### config.mk
export PLATFORM = sky130hd
export DESIGN_NAME = frame_seq_gen
export DESIGN_NICKNAME = d
export VERILOG_FILES = /design/src/rtl/frame_seq_pkg.sv /design/src/rtl/frame_seq_delay.sv /design/src/rtl/frame_seq_gen.sv
export SDC_FILE = /design/constraint.sdc
export NUM_CORES = 1
export LEC_CHECK = 0
export BUFFER_PORTS_ARGS = -buffer_cell sky130_fd_sc_hd__buf_4
export CAP_MARGIN = 40
export CORE_UTILIZATION = 50
export DETAILED_ROUTE_END_ITERATION = 7
export GPL_ROUTABILITY_DRIVEN = 0
export PLACE_DENSITY = 0.74
export SYNTH_ARGS = -nofsm -noshare
export SYNTH_HDL_FRONTEND = slang
export SYNTH_SLANG_ARGS = --single-unit
### constraint.sdc
create_clock -name ACLK -period 4.45 [get_ports ACLK]
set_input_delay 0.89 -clock ACLK [delete_from_list [all_inputs] [get_ports ACLK]]
set_output_delay 0.89 -clock ACLK [all_outputs]
set_load 0.1 [all_outputs]
### src/rtl/frame_seq_pkg.sv
// Shared definitions for the frame sequencer: control-bit positions, NTSC default
// step table and strobe masks, and the sequencing mode.
package frame_seq_pkg;

    localparam int CTRL_MODE = 7;
    localparam int CTRL_INH  = 6;

    localparam int NTSC_CNT_W  = 15;
    localparam int NTSC_NSTEPS = 5;

    // Entry 0 sits in the LSBs.
    localparam logic [NTSC_NSTEPS*NTSC_CNT_W-1:0] NTSC_TABLE =
        {15'd18640, 15'd14914, 15'd11185, 15'd7456, 15'd3728};

    localparam logic [NTSC_NSTEPS-2:0] NTSC_Q_MASK0 = 4'b1111;
    localparam logic [NTSC_NSTEPS-2:0] NTSC_H_MASK0 = 4'b1010;
    localparam logic [NTSC_NSTEPS-1:0] NTSC_Q_MASK1 = 5'b10111;
    localparam logic [NTSC_NSTEPS-1:0] NTSC_H_MASK1 = 5'b10010;

    typedef enum logic {
        MODE_4STEP = 1'b0,
        MODE_5STEP = 1'b1
    } mode_e;

endpackage

### src/rtl/frame_seq_delay.sv
// Retriggerable write-to-restart delay: counts WR_DELAY edges after the last
// start and pulses expire_o during the cycle before the restart edge.
module frame_seq_delay #(
    parameter int WR_DELAY = 2
) (
    input  logic ACLK,
    input  logic n_RES,
    input  logic start_i,
    output logic expire_o
);

    localparam int DW = $clog2(WR_DELAY + 1);

    logic [DW-1:0] dly_q, dly_d;

    always_comb begin
        // NOTE: every combinational output gets a default first so no path can infer a latch.
        dly_d = dly_q;
        if (start_i) begin
            dly_d = DW'(WR_DELAY);
        end else if (dly_q != '0) begin
            dly_d = dly_q - DW'(1);
        end
    end

    // A new start in the final cycle retriggers instead of expiring.
    assign expire_o = (dly_q == DW'(1)) && !start_i;

    always_ff @(posedge ACLK or negedge n_RES) begin
        // NOTE: sequential state uses non-blocking assignments so all registers update together.
        if (!n_RES) begin
            dly_q <= '0;
        end else begin
            dly_q <= dly_d;
        end
    end

endmodule

### src/rtl/frame_seq_gen.sv
// Parametrised APU frame sequencer: a free-running step counter compared against a
// programmable step table, producing quarter/half-frame strobes and the frame IRQ.
module frame_seq_gen
    import frame_seq_pkg::*;
#(
    parameter int                        CNT_W    = 15,
    parameter int                        NSTEPS   = 5,
    parameter logic [NSTEPS*CNT_W-1:0]   T_INIT   = NTSC_TABLE,
    parameter logic [NSTEPS-2:0]         Q_MASK0  = NTSC_Q_MASK0,
    parameter logic [NSTEPS-2:0]         H_MASK0  = NTSC_H_MASK0,
    parameter logic [NSTEPS-1:0]         Q_MASK1  = NTSC_Q_MASK1,
    parameter logic [NSTEPS-1:0]         H_MASK1  = NTSC_H_MASK1,
    parameter int                        WR_DELAY = 2
) (
    input  logic                      ACLK,
    input  logic                      n_RES,
    input  logic                      W_CTRL,
    input  logic [7:0]                DB_IN,
    input  logic                      R_STAT,
    input  logic                      TBL_WE,
    input  logic [$clog2(NSTEPS)-1:0] TBL_IDX,
    input  logic [CNT_W-1:0]          TBL_DATA,
    input  logic                      EXT_INT,
    output logic                      QFRAME,
    output logic                      HFRAME,
    output logic                      IRQ_FLAG,
    output logic                      INT_OUT,
    output logic [CNT_W-1:0]          CNT
);

    localparam int                IDX_W = $clog2(NSTEPS);
    localparam logic [IDX_W-1:0] LAST0 = IDX_W'(NSTEPS - 2);
    localparam logic [IDX_W-1:0] LAST1 = IDX_W'(NSTEPS - 1);

    logic [CNT_W-1:0] tbl_q [NSTEPS];
    logic [CNT_W-1:0] cnt_q, cnt_d;
    logic [IDX_W-1:0] idx_q, idx_d;
    mode_e            mode_q, mode_d;
    logic             inh_q, inh_d;
    logic             irq_q, irq_d;
    logic             qframe_q, qframe_d;
    logic             hframe_q, hframe_d;

    logic              restart;
    logic              step_match;
    logic              is_last;
    logic              irq_set;
    logic [NSTEPS-1:0] q_mask, h_mask;
    logic              unused_db;

    assign unused_db = ^DB_IN[5:0];

    frame_seq_delay #(
        .WR_DELAY (WR_DELAY)
    ) u_delay (
        .ACLK     (ACLK),
        .n_RES    (n_RES),
        .start_i  (W_CTRL),
        .expire_o (restart)
    );

    // Mode 0 never reaches the final entry, so its masks are zero-extended.
    assign q_mask     = (mode_q == MODE_5STEP) ? Q_MASK1 : {1'b0, Q_MASK0};
    assign h_mask     = (mode_q == MODE_5STEP) ? H_MASK1 : {1'b0, H_MASK0};
    assign step_match = (cnt_q == tbl_q[idx_q]);
    assign is_last    = (idx_q >= ((mode_q == MODE_5STEP) ? LAST1 : LAST0));

    always_comb begin
        cnt_d    = cnt_q + CNT_W'(1);
        idx_d    = idx_q;
        mode_d   = mode_q;
        inh_d    = inh_q;
        irq_d    = irq_q;
        qframe_d = 1'b0;
        hframe_d = 1'b0;
        irq_set  = 1'b0;

        // An expiring restart swallows any step match in the same cycle.
        if (restart) begin
            cnt_d = '0;
            idx_d = '0;
            if (mode_q == MODE_5STEP) begin
                qframe_d = 1'b1;
                hframe_d = 1'b1;
            end
        end else if (step_match) begin
            qframe_d = q_mask[idx_q];
            hframe_d = h_mask[idx_q];
            if (is_last) begin
                cnt_d   = '0;
                idx_d   = '0;
                irq_set = (mode_q == MODE_4STEP) && !inh_q;
            end else begin
                idx_d = idx_q + IDX_W'(1);
            end
        end

        if (W_CTRL) begin
            mode_d = mode_e'(DB_IN[CTRL_MODE]);
            inh_d  = DB_IN[CTRL_INH];
        end

        // Inhibit clear beats IRQ set, which beats the status-read clear.
        if (W_CTRL && DB_IN[CTRL_INH]) begin
            irq_d = 1'b0;
        end else if (irq_set) begin
            irq_d = 1'b1;
        end else if (R_STAT) begin
            irq_d = 1'b0;
        end
    end

    always_ff @(posedge ACLK or negedge n_RES) begin
        if (!n_RES) begin
            cnt_q    <= '0;
            idx_q    <= '0;
            mode_q   <= MODE_4STEP;
            inh_q    <= 1'b0;
            irq_q    <= 1'b0;
            qframe_q <= 1'b0;
            hframe_q <= 1'b0;
        end else begin
            cnt_q    <= cnt_d;
            idx_q    <= idx_d;
            mode_q   <= mode_d;
            inh_q    <= inh_d;
            irq_q    <= irq_d;
            qframe_q <= qframe_d;
            hframe_q <= hframe_d;
        end
    end

    always_ff @(posedge ACLK or negedge n_RES) begin
        // NOTE: the table is a handful of flops with a defined power-up value, so it is reset, unlike a RAM.
        if (!n_RES) begin
            for (int i = 0; i < NSTEPS; i++) begin
                tbl_q[i] <= T_INIT[i*CNT_W +: CNT_W];
            end
        end else if (TBL_WE && (int'(TBL_IDX) < NSTEPS)) begin
            tbl_q[TBL_IDX] <= TBL_DATA;
        end
    end

    assign QFRAME   = qframe_q;
    assign HFRAME   = hframe_q;
    assign IRQ_FLAG = irq_q;
    assign INT_OUT  = irq_q | EXT_INT;
    assign CNT      = cnt_q;

endmodule

* After elaboration in Yosys (flattened, before gate mapping)
Cells that the tools add are included.
Widths: inputs -> output; s select.
** Word-level totals
- Register bits :: 100
- Input port bits :: 32
- Output and inout bits :: 19
- Word-level logic and storage cells :: 71
** Operators by class
- Add/subtract/negate cells :: 3
- Magnitude comparators :: 6
- Equality and inequality tests :: 2
- Multiplexer cells :: 32
- Bitwise gates (word level) :: 4
- Reduce and logical (&&, ||, !) cells :: 11
** Operator list (number)
- $mux 15 :: 6
- $bwmux 75 :: 1
- $bmux 15 s3 :: 1
- $demux 15 s3 :: 1
- $add 15x1->15 const B :: 1
- $eq 15x15->1 :: 1
- $mux 1 :: 13
- $mux 3 :: 4
- $mux 5 :: 2
- $ge 4x4->1 const B :: 2
- $not 3->4 :: 2
- $bmux 1 s3 :: 2
- $reduce_bool 2->1 :: 3
- $logic_and 1x1->1 :: 5
- $lt 3x4->1 const B :: 1
- $lt 4x1->1 const B :: 1
- $mux 2 :: 2
- $add 3x1->3 const B :: 1
- $ge 3x3->1 :: 1
- $lt 3x3->1 const B :: 1
- $reduce_bool 3->1 :: 1
- $eq 2x1->1 const B :: 1
- $logic_not 1->1 :: 2
- $sub 2x1->2 const B :: 1
- 2 further kinds :: 2

* Longest topological paths before layout
- Depth after elaboration :: 9
- Depth in mapped cells :: 11
- Gate-level depth less buffers :: 8

* Hierarchy
From an unflattened synthesis, not the netlist that was laid out.
** Second synthesis, totals
- Cell total of the unflattened synthesis :: 409
- Area, all modules :: 5167.5 µm²
** By module, submodules not included
- frame_seq_gen :: times used 1, cells each 397, area an instance 5046.1 µm², seq. area each 2488.6 µm²
- frame_seq_delay :: times used 1, cells each 12, area an instance 121.4 µm², seq. area each 50.0 µm²

* Least setup slack after synthesis
No wires, ideal clock.
- Kind :: flip-flop to flip-flop
- From :: reg cnt_q[8], in the netlist CNT[8]
- To :: reg cnt_q[6], in the netlist CNT[6]
- Arrival :: 2471 ps
- Required time :: 4376 ps
- Setup slack :: 1905 ps
- Stages on the path, launching flop included :: 9
- Buffers on the path :: 2
- Clock period less this slack :: 2545 ps
- Cell sequence :: dfrtp_1 > clkbuf_1 > mux2i_1 > a222oi_1 > a211oi_2 > and2_1 > a41o_1 > buf_6 > nor2_1
** On the way
- Longest elaborated chain between the ends :: 3
** Ends and longest elaborated chain
- start, declared :: line frame_seq_gen.sv:36 : logic [CNT_W-1:0] cnt_q, cnt_d;
- start signal, assigned :: line frame_seq_gen.sv:123 : cnt_q <= cnt_d;
- $eq 15x15->1 :: line frame_seq_gen.sv:65 : assign step_match = (cnt_q == tbl_q[idx_q]);
- $mux 15 :: line frame_seq_gen.sv:86 : end else if (step_match) begin
- $mux 15 :: line frame_seq_gen.sv:79 : if (restart) begin
- net cnt_d[6] :: line frame_seq_gen.sv:36
The timed path passes the listed nets, and every way through them passes these cells.
A chain may end at the register's enable or synchronous reset.

* Worst setup path after layout
- From :: reg idx_q[0]
- To :: reg cnt_q[10], in the netlist CNT[10]
** On the way
- Longest elaborated chain between the ends :: 7
- Elaborated cells on any way between the ends :: 9
- Those cells by class :: order compare (1); eq/ne (1); mux (6); bitwise (1)
** Ends and longest elaborated chain
- start, declared :: line frame_seq_gen.sv:37 : logic [IDX_W-1:0] idx_q, idx_d;
- start signal, assigned :: line frame_seq_gen.sv:124 : idx_q <= idx_d;
- $not 3->4 (not written as such) :: line frame_seq_gen.sv:65
- $bmux 15 s3 :: line frame_seq_gen.sv:65
- $mux 15 (not written as such) (2 in series) :: line frame_seq_gen.sv:65
- $eq 15x15->1 :: line frame_seq_gen.sv:65
- $mux 15 * :: line frame_seq_gen.sv:86
- $mux 15 * :: line frame_seq_gen.sv:79
- net cnt_d[10] :: line frame_seq_gen.sv:36
Mark *: on every way through the listed nets, which the timed path passes. The rest lies on a longest branch. The select of a mux whose other input is x is not followed.

==> results_dict.tcl <==
set metrics [dict create \
    p_seq_share_pct 39.6 \
    slowest_stage "dfrtp_2" \
    cts_tree "built" \
    finalMaxSlewViolations 0 \
    finalSetupViolCount 0 \
    postCtsSetupBuffers 0 \
    outcome "finished clean" \
    drc 0 \
    p_int_mw 2.11 \
    cts.sinks 100 \
    synth.avg_cell_area_um2 11.9 \
    grt_usage_pct 21.2 \
    grt_max_degree 48 \
    switching_share_pct 40.2 \
    viasPerCell 5.67 \
    totalWireLength_um 10900 \
    path_class "reg2reg" \
    design.portCount 51 \
    cp.required_ps 4690 \
    start_util_pct 51.8 \
    clock_power_share_pct 17.9 \
    cpPeakStageDelay_ps 940 \
    crit_buf_inv 1 \
    hpwl_um 7550 \
    hold_buffers 0 \
    synth_seq_area_share_pct 47.5 \
    firstDrtPassIters 5 \
    grt_pass1_wl_um 18100 \
    path_max_fanout 33 \
    fin_nets 527 \
    crit_family "compound AO/OA/AOI/OAI gates" \
    reg2reg_slack_ps 1150 \
    cts_resized 0 \
    start_kind "flop" \
    cts_root_buf "clkbuf_8" \
    crit_arrival_ps 3540 \
    routed-via-count 3547 \
    worstRegToRegCells 8 \
    die_w_um 105 \
    rsz0062_at_grt "false" \
    synth.distinct_cells 54 \
    routedWlPerCell_um 17.5 \
    p_leak_nw 2.55 \
    drt.antenna.violating_nets 0 \
    core_um2 10300 \
    drive_gt1_share_pct 38.4 \
    fin_crit_ps 3300 \
    clkSlewWorstSetupHoldPaths_ps 100 \
    dp_cells 610 \
    hold_slack_ps 420 \
    worst_pin_slew_ps 850 \
    layout_commonest_cell "mux2_2" \
    power.density_nw_per_um2 588 \
    h-tree-depth 3 \
    end_kind "flop" \
    finalNonFillerCells 626 \
    clk_latency_ps 380 \
    post-route-period-util_pct 74.2 \
    numPortBuffers 44 \
    hp-class "in2async" \
    crit_chain "buf_4, mux2i_1, o221ai_1, xor2_1, a31oi_1, and4_1, a41o_1, nor2_1" \
    slew_headroom_pct 43.3 \
    syn_nets 490 \
    cts_max_path_buffers 2 \
    ys_seq_elements 100 \
    vdd_drop_max_mv 0.434 \
    synth_edf_count 0 \
    synth_warnings 0 \
    die-area_um2 11100 \
    p_comb_share_pct 42.4 \
    p_sw_mw 1.42 \
    syn_inst 448 \
    grt_pass1_vias 3510 \
    synth_area_um2 5350 \
    numCtsBuffers 9 \
    grt.overflow.total 0 \
    total_power_mw 3.53 \
    finClkSkew_ps 12.7 \
    finalSetupTns_ps 0 \
    num_rows 37 \
    reg2reg_to "CNT[10]$_DFF_PN0_" \
    cap_violations 0 \
    timing.fmax_mhz 303 \
    drtIter0Drc 161 \
    syn_to_final_growth_pct 12.5 \
    r2r_start "idx_q[0]$_DFFE_PN0P_" \
    hold_viol 0 \
    async_flop_share_pct 100 \
    mostFrequentLayoutCells "mux2_2 (76), dfrtp_1 (70), buf_4 (52), mux2i_1 (33), dfstp_2 (29)" \
    diodes 0 \
    die_height_um 105 \
    ys.flop_type "dfrtp_1" \
    antenna_found_initial 0 \
]
[how the worst max path moves through the flow]
| stage | startpoint | end | slack, ps | cells past startpoint |
|---|---|---|---|---|
| 4_1_cts | idx_q[0]$_DFFE_PN0P_ | CNT[10]$_DFF_PN0_ | 1160 | 8 |
| 3_5_place_dp | idx_q[0]$_DFFE_PN0P_ | CNT[10]$_DFF_PN0_ | 1180 | 8 |
| 2_1_floorplan | CNT[8]$_DFF_PN0_ | CNT[6]$_DFF_PN0_ | 1900 | 8 |
| 5_1_grt | idx_q[0]$_DFFE_PN0P_ | CNT[10]$_DFF_PN0_ | 900 | 8 |
| 3_3_place_gp | idx_q[0]$_DFFE_PN0P_ | CNT[9]$_DFF_PN0_ | 1220 | 8 |
| 6_report | idx_q[0]$_DFFE_PN0P_ | CNT[10]$_DFF_PN0_ | 1150 | 8 |
[kinds of logic after synthesis]
logic type | after synthesis | share of synthesized area, %
mux | 111 | 22.9
flops | 100 | 47.5
simple gates | 99 | 10.2
compound gates | 56 | 7.44
buf+inv | 37 | 3.88
xor+xnor | 35 | 5.73
fa+ha+maj | 10 | 2.34
[synth_stat cells (3+ instances only)]
library cell | n | area [um2]
o31ai_1 | 5 | 37.5
ha_1 | 10 | 125
nand2_1 | 12 | 45.0
buf_2 | 8 | 40.0
clkbuf_1 | 10 | 37.5
xnor2_1 | 18 | 158
nor2b_1 | 3 | 18.8
nand3b_1 | 3 | 22.5
a2bb2oi_1 | 3 | 26.3
dfrtp_1 | 71 | 1780
nand4_1 | 3 | 18.8
buf_6 | 3 | 33.8
and4_1 | 3 | 26.3
xor2_1 | 17 | 149
o221ai_1 | 4 | 35.0
and3_1 | 9 | 56.3
a21oi_1 | 14 | 70.1
mux2_2 | 76 | 856
or2_2 | 4 | 25.0
o21ai_0 | 9 | 45.0
a41o_1 | 3 | 30.0
nand2b_1 | 8 | 50.1
dfstp_2 | 29 | 762
nand3_1 | 11 | 55.1
mux2i_1 | 33 | 330
inv_1 | 9 | 33.8
nor2_1 | 24 | 90.1
nor3b_1 | 11 | 82.6
[registers in the layout (all words and copies together), names as in the netlist]
register       flops
CNT               15
HFRAME             1
IRQ_FLAG           1
QFRAME             1
idx_q              3
inh_q              1
mode_q             1
tbl_q             75
u_delay.dly_q      2
[through the flow]
stage	instance area, um2	util (%)	worst slack (ps)
6_report	6010	58.2	1150
4_1_cts	6010	58.2	1160
3_5_place_dp	5800	56.2	1180
2_1_floorplan	5350	-	1900
5_1_grt	6010	58.2	903
3_3_place_gp	5750	55.7	1220
[per-layer routing]
| layer | global-route usage, % | routed length [um] | share of wire, % |
|---|---|---|---|
| met5 | 0 | 0 | 0 |
| met4 | 7.55 | 146 | 1.3 |
| met3 | 3.59 | 345 | 3.2 |
| met1 | 29.6 | 5250 | 48 |
| met2 | 33.2 | 5190 | 47 |
[final cells by class]
type / count / area (um2)
multi-input cells: 311 / 2620
well taps: 136 / 170
clock buffers: 10 / 128
flip-flops and latches: 100 / 2540
clock inverters: 6 / 88.8
repair buffers: 54 / 433
inverters: 9 / 33.8
fillers: 852 / 4310
[power groups by stage]
stage / registers, mW / clock network [mW] / logic (mW)
global placement: 1.40 / 0 / 1.46
detailed placement: 1.42 / 0 / 1.50
global route: 1.44 / 0.686 / 1.63
CTS: 1.40 / 0.652 / 1.51
floorplan: 1.49 / 0 / 1.10
finish: 1.40 / 0.634 / 1.50
Power figures use the tool's default switching activity.
